### src/rtl/vend_pay_ctrl.sv
// Vending machine payment sequencer: latches the selection, accumulates coins,
// runs the dispense handshake and pays change out one coin at a time.
module vend_pay_ctrl #(
    parameter int BAL_W        = 8,
    parameter int MAX_BAL      = 200,
    parameter int DISP_TIMEOUT = 50000,
    parameter int CHANGE_GAP   = 4
) (
    input  logic             clk,
    input  logic             rstn,
    input  logic [4:0]       area_flag,
    input  logic [3:0]       goods_index,
    input  logic             coin_valid,
    input  logic [1:0]       coin_value,
    input  logic             dispense_ack,
    output logic             enough_flag,
    output logic [BAL_W-1:0] balance,
    output logic [BAL_W-1:0] price,
    output logic [3:0]       sel_index,
    output logic             dispense_req,
    output logic [3:0]       dispense_id,
    output logic             change_valid,
    output logic [1:0]       change_value,
    output logic             coin_reject,
    output logic             fault,
    output logic             busy
);
    localparam int TMR_W = (DISP_TIMEOUT > 1) ? $clog2(DISP_TIMEOUT) : 1;
    localparam int GAP_W = (CHANGE_GAP > 1) ? $clog2(CHANGE_GAP) : 1;

    typedef enum logic [1:0] {S_IDLE, S_SELECT, S_DISPENSE, S_CHANGE} state_t;

    state_t             r_state, w_state_nxt;
    logic [BAL_W-1:0]   r_bal, w_bal_nxt;
    logic [3:0]         r_sel, w_sel_nxt;
    logic [TMR_W-1:0]   r_tmr, w_tmr_nxt;
    logic [GAP_W-1:0]   r_gap, w_gap_nxt;
    logic               r_chg_vld, w_chg_vld_nxt;
    logic [1:0]         r_chg_val, w_chg_val_nxt;
    logic               r_rej, w_rej_nxt;
    logic               r_fault, w_fault_nxt;

    logic [BAL_W-1:0]   w_coin_amt;
    logic [BAL_W:0]     w_bal_sum;
    logic               w_accept;
    logic [BAL_W-1:0]   w_credit;
    logic [BAL_W-1:0]   w_price;
    logic               w_enough;
    logic               w_goods_ok;
    logic [BAL_W-1:0]   w_den_amt;
    logic [1:0]         w_den_code;

    always_comb begin
        case (coin_value)
            2'b00:   w_coin_amt = BAL_W'(1);
            2'b01:   w_coin_amt = BAL_W'(5);
            2'b10:   w_coin_amt = BAL_W'(10);
            default: w_coin_amt = BAL_W'(20);
        endcase
    end

    always_comb begin
        if (r_sel >= 4'd1 && r_sel <= 4'd4)
            w_price = BAL_W'(3);
        else if (r_sel >= 4'd5 && r_sel <= 4'd8)
            w_price = BAL_W'(5);
        else if (r_sel >= 4'd9 && r_sel <= 4'd12)
            w_price = BAL_W'(8);
        else
            w_price = '0;
    end

    // Greedy change: largest denomination not exceeding the remaining balance
    always_comb begin
        if (r_bal >= BAL_W'(20)) begin
            w_den_amt = BAL_W'(20); w_den_code = 2'b11;
        end else if (r_bal >= BAL_W'(10)) begin
            w_den_amt = BAL_W'(10); w_den_code = 2'b10;
        end else if (r_bal >= BAL_W'(5)) begin
            w_den_amt = BAL_W'(5);  w_den_code = 2'b01;
        end else begin
            w_den_amt = BAL_W'(1);  w_den_code = 2'b00;
        end
    end

    assign w_bal_sum  = {1'b0, r_bal} + {1'b0, w_coin_amt};
    assign w_accept   = coin_valid && (r_state == S_IDLE || r_state == S_SELECT)
                        && (w_bal_sum <= (BAL_W+1)'(MAX_BAL));
    assign w_credit   = w_accept ? w_bal_sum[BAL_W-1:0] : r_bal;
    assign w_enough   = (r_sel != 4'd0) && (r_bal >= w_price);
    assign w_goods_ok = (goods_index != 4'd0) && (goods_index <= 4'd12);

    always_comb begin
        w_state_nxt   = r_state;
        w_bal_nxt     = r_bal;
        w_sel_nxt     = r_sel;
        w_tmr_nxt     = r_tmr;
        w_gap_nxt     = r_gap;
        w_chg_vld_nxt = 1'b0;
        w_chg_val_nxt = 2'b00;
        w_rej_nxt     = coin_valid && !w_accept;
        w_fault_nxt   = 1'b0;
        case (r_state)
            S_IDLE: begin
                w_bal_nxt = w_credit;
                if (w_goods_ok) begin
                    w_sel_nxt   = goods_index;
                    w_state_nxt = S_SELECT;
                end else if (area_flag == 5'd18 && r_bal != '0) begin
                    w_gap_nxt   = '0;
                    w_state_nxt = S_CHANGE;
                end
            end
            S_SELECT: begin
                // enough is judged on the registered balance; a same-cycle coin is only credited
                if (area_flag == 5'd17 && w_enough) begin
                    w_bal_nxt   = w_credit - w_price;
                    w_tmr_nxt   = '0;
                    w_state_nxt = S_DISPENSE;
                end else if (area_flag == 5'd17 || area_flag == 5'd18) begin
                    w_bal_nxt   = w_credit;
                    w_sel_nxt   = 4'd0;
                    w_gap_nxt   = '0;
                    w_state_nxt = S_CHANGE;
                end else begin
                    w_bal_nxt = w_credit;
                    if (w_goods_ok && goods_index != r_sel)
                        w_sel_nxt = goods_index;
                end
            end
            S_DISPENSE: begin
                if (dispense_ack) begin
                    w_sel_nxt   = 4'd0;
                    w_gap_nxt   = '0;
                    w_state_nxt = S_CHANGE;
                end else if (r_tmr == TMR_W'(DISP_TIMEOUT - 1)) begin
                    w_fault_nxt = 1'b1;
                    w_bal_nxt   = r_bal + w_price;
                    w_sel_nxt   = 4'd0;
                    w_gap_nxt   = '0;
                    w_state_nxt = S_CHANGE;
                end else begin
                    w_tmr_nxt = r_tmr + TMR_W'(1);
                end
            end
            default: begin
                if (r_bal == '0) begin
                    w_state_nxt = S_IDLE;
                end else if (r_gap == '0) begin
                    w_chg_vld_nxt = 1'b1;
                    w_chg_val_nxt = w_den_code;
                    w_bal_nxt     = r_bal - w_den_amt;
                    w_gap_nxt     = GAP_W'(CHANGE_GAP - 1);
                end else begin
                    w_gap_nxt = r_gap - GAP_W'(1);
                end
            end
        endcase
    end

    always_ff @(posedge clk or negedge rstn) begin
        if (!rstn) begin
            r_state   <= S_IDLE;
            r_bal     <= '0;
            r_sel     <= '0;
            r_tmr     <= '0;
            r_gap     <= '0;
            r_chg_vld <= 1'b0;
            r_chg_val <= 2'b00;
            r_rej     <= 1'b0;
            r_fault   <= 1'b0;
        end else begin
            r_state   <= w_state_nxt;
            r_bal     <= w_bal_nxt;
            r_sel     <= w_sel_nxt;
            r_tmr     <= w_tmr_nxt;
            r_gap     <= w_gap_nxt;
            r_chg_vld <= w_chg_vld_nxt;
            r_chg_val <= w_chg_val_nxt;
            r_rej     <= w_rej_nxt;
            r_fault   <= w_fault_nxt;
        end
    end

    assign enough_flag  = w_enough;
    assign balance      = r_bal;
    assign price        = w_price;
    assign sel_index    = r_sel;
    assign dispense_req = (r_state == S_DISPENSE);
    assign dispense_id  = (r_state == S_DISPENSE) ? r_sel : 4'd0;
    assign change_valid = r_chg_vld;
    assign change_value = r_chg_val;
    assign coin_reject  = r_rej;
    assign fault        = r_fault;
    assign busy         = (r_state == S_DISPENSE) || (r_state == S_CHANGE);
endmodule
### config.mk
export PLATFORM = sky130hd
export DESIGN_NAME = vend_pay_ctrl
export DESIGN_NICKNAME = d
export VERILOG_FILES = /design/src/rtl/vend_pay_ctrl.sv
export SDC_FILE = /design/constraint.sdc
export NUM_CORES = 1
export LEC_CHECK = 0
export CORE_MARGIN = 2
export CORE_UTILIZATION = 40
export DETAILED_ROUTE_END_ITERATION = 6
export PLACE_DENSITY = 0.65
export SKIP_LAST_GASP = 1
export SYNTH_ARGS = -nofsm -noshare
export SYNTH_HDL_FRONTEND = slang
export SYNTH_SLANG_ARGS = --single-unit
### constraint.sdc
create_clock -name clk -period 7.2 [get_ports clk]
set_clock_uncertainty 0.05 [all_clocks]
set_input_delay 1.44 -clock clk [delete_from_list [all_inputs] [get_ports clk]]
set_output_delay 1.44 -clock clk [all_outputs]
set_load 0.02 [all_outputs]
==> summary.txt <==
Flow run
  • Max-Cap Viols: 0

Logic synthesis
  • Synth top area share: 0.2504
  • Yosys warnings: 0
  • Asr flop ratio synth: 1.000
  • Synth Cell Area: 3697 µm²
  • Count of cell types in the netlist: just under 80
  • Top cells by area, synth: dfrtp_1 (25%), ha_1 (9.5%), inv_1 (3.6%)
  • Synth Instances: 453
  • Number of flops mapped to enable cells by yosys: 0
  • Main flop type after synthesis: dfrtp_1
  • Sequential area share after synthesis: 0.2504
  • Seq cells post-synth: 37
  • Syn_area_per_cell: 8.162 µm²
  • Post-synth top area cell: dfrtp_1

Layout
  • Net count, final: 530
  • Area grow syn2layout: 14.82%
  • Post-layout instance area: 4245 µm²
  • Fin cells: 596
  • Diode count: 0
  • Share of cells above drive strength 1: 0.07423

Power
  • Static Leak: between 1.5 and 2 nW
  • Pwr/cell area: 539.3 nW/µm²
  • Worst VDD drop: between 0.2 and 0.3 mV

Worst setup path
  • CP required: 7360 ps
  • CP delay by family, top: compound AO/OA/AOI/OAI gates
  • R2R Setup Slk: 2720 ps
  • WP buf/inv: 3
  • Crit start category: primary input
  • Stages on worst setup path: 18
  • Slowest cell delay on critical path: 490 ps
  • Reg2reg path depth: 17
  • CP endpoint kind: register
  • Slowest-stage cell, CP: clkdlybuf4s50_1
  • Crit path DAT: 5800 ps
  • Crit path kind: primary input to register
  • Maximum fanout along the worst path: 10
  • Cell chain of the critical path: clkdlybuf4s50_1, nand2b_1, inv_1, ha_1, nand4_1, and3b_2, o2111a_2, a21oi_4, mux2i_1, ha_1, fa_1, inv_1, a21o_1, a21oi_1, nand3_1, a221oi_2, mux2i_1, a2bb2oi_1

Route
  • Drt total wl: between 9 and 10 mm
  • Via count: approximately 3400
  • Iteration-0 DRC Markers: approximately 200
  • Via/cell ratio: ~5.7
  • First-pass DRT Iterations: 4
  • Residual DRC: 0
  • Avg WL per Cell: about 16 µm
  • Antenna viol nets, final: 0

CTS
  • Total CTS buffers: 5
  • TritonCTS clock tree: yes
  • Postcts setup bufs: 0
  • Max H-tree Level: 2
  • Latest clock arrival within the worst-skew pair: 300 ps
  • Post-cts repair resize count: 0
  • CTS sink cnt: 37
  • Post-cts hold buffer count: 0
  • Buffer depth of the longest clock path: 2
  • Clock-pin slew on the worst setup and hold paths: ~90 ps
  • Root Buffer: clkbuf_8

GRT
  • Largest net degree at the start of global routing: 38
  • Number of global-route vias before repair: 3354
  • Antenna violations before repair: 0
  • Grt total ovfl: 0
  • First-pass GRT wire length: 16.30 mm
  • Total GRT Usage: 0.1979

Placement
  • Detailed placement HPWL: 7.340 mm
  • Final Wtd Congestion: 0.8350
  • Area of placed instances: 4155 µm²
  • Inst Count DP: 588
  • PortBufs: 42

Timing
  • Period utilisation layout: 0.7837
  • Final min period: 5643 ps
  • Hold Slack: ~480 ps
  • Peak Freq: 177.2 MHz
  • Worst slew pin tran: 939.4 ps
  • Count of final setup violators: 0
  • Hold Vio Cnt, Final: 0
  • Max Slew Vio Count: 0
  • Slew margin rel.: 0.3738
  • Setup repair after global routing missed its margin: false
  • Setup TNS: 0 ps

Die
  • Top Ports: 47
  • Row count: 35
  • Initial core utilization: 0.4059
  • Die area: about 10000 µm²
  • Die width: 100.1 µm
  • Die height: 100.1 µm
  • Core Area: approximately 9100 µm²

Worst hold path
  • Hold Crit Depth: 2
  • Min-delay worst type: register to register

Status
  • Outcome: finished, final reports clean
[cell type report]
class                      count  area [µm²]
inverter                      35       131.4
clock inverter                 3       21.27
timing repair buffer          43       422.9
sequential                    37       925.9
tap                          111       138.9
multi-input combinational    362        2536
fill                         904        4863
clock buffer                   5       68.82
[logic make-up after synthesis]
| logic type | after synthesis | synth area share |
|---|---|---|
| AO/OA/AOI/OAI | 131 | 0.2562 |
| XOR/XNOR | 17 | 0.04027 |
| adder cells (fa/ha/maj) | 31 | 0.1110 |
| buffers and inverters | 57 | 0.06667 |
| flip-flops | 37 | 0.2504 |
| multiplexers | 15 | 0.04365 |
| other | 1 | 0.001014 |
| AND/OR/NAND/NOR | 164 | 0.2308 |
[metrics by stage]
step           utilization  power (mW)  setup WS (ps)
2_1_floorplan            -       1.676           2267
6_report            0.4661       2.289           1557
4_1_cts             0.4661       2.297           1597
3_3_place_gp        0.4562       2.096           1498
5_1_grt             0.4661       2.511           1237
3_5_place_dp        0.4562       2.125           1315
[layout by cell type (no fill, tap or decap), types with 6 or more instances in the layout]
cell              n
xnor2_1          14
nand3_1          22
nand2b_1         12
mux2i_1           9
nor2_1           34
a21oi_1          26
o21ai_1          15
o21ai_0          22
ha_1             28
nand4_1           7
a21o_1           13
nand2_1          32
clkdlybuf4s50_1  41
and2_1            6
dfrtp_1          37
nor3_1           18
inv_1            35
[per-layer routing]
layer,wire (µm),GRT usage,vias up
li1,-,-,1706
met1,4564,0.2708,1646
met2,4687,0.3314,58
met3,278,0.02159,11
met4,126,0.05585,0
met5,0,0,-
[worst paths after layout]
path,from,endpoint
setup / recovery,coin_value[0],balance[6]$_DFFE_PN0P_
hold / removal,r_tmr[5]$_DFFE_PN0P_,r_tmr[5]$_DFFE_PN0P_
setup reg to reg,balance[1]$_DFFE_PN0P_,balance[6]$_DFFE_PN0P_
hold reg to reg,r_tmr[5]$_DFFE_PN0P_,r_tmr[5]$_DFFE_PN0P_
max in group asynchronous,rstn,balance[6]$_DFFE_PN0P_
min in group asynchronous,rstn,r_tmr[12]$_DFFE_PN0P_
[power by group]
part	internal [mW]	switching [mW]
combinational	0.748	1.00
clock	0.0688	0.0857
sequential	0.270	0.113
total	1.09	1.20
[state kept, by name, summed over array words and instances (netlist names)]
| register | count |
|---|---|
| balance | 8 |
| r_state | 2 |
| coin_reject | 1 |
| r_gap | 2 |
| change_value | 2 |
| sel_index | 4 |
| change_valid | 1 |
| fault | 1 |
| r_tmr | 16 |
[cell usage after synthesis, drive strengths merged, types with 4 or more instances]
| cell | n |
|---|---|
| dfrtp | 37 |
| o21ai | 37 |
| inv | 35 |
| nor2 | 34 |
| nand2 | 32 |
| a21oi | 30 |
| ha | 28 |
| nand3 | 23 |
| nor3 | 18 |
| a21o | 14 |
| xnor2 | 14 |
| buf | 13 |
| nand2b | 12 |
| clkbuf | 9 |
| mux2i | 9 |
| a211oi | 7 |
| and2 | 7 |
| nand4 | 7 |
| mux2 | 6 |
| a22o | 5 |
| and3 | 5 |
| nor2b | 4 |
| nor3b | 4 |
| nor4 | 4 |
[tightest hold or removal path: stages (launching register included)]
cell and delay (ps):
dfrtp_1 380, nand2_1 60, nand2_1 60
Note: power is estimated with default switching activity, not from simulation.
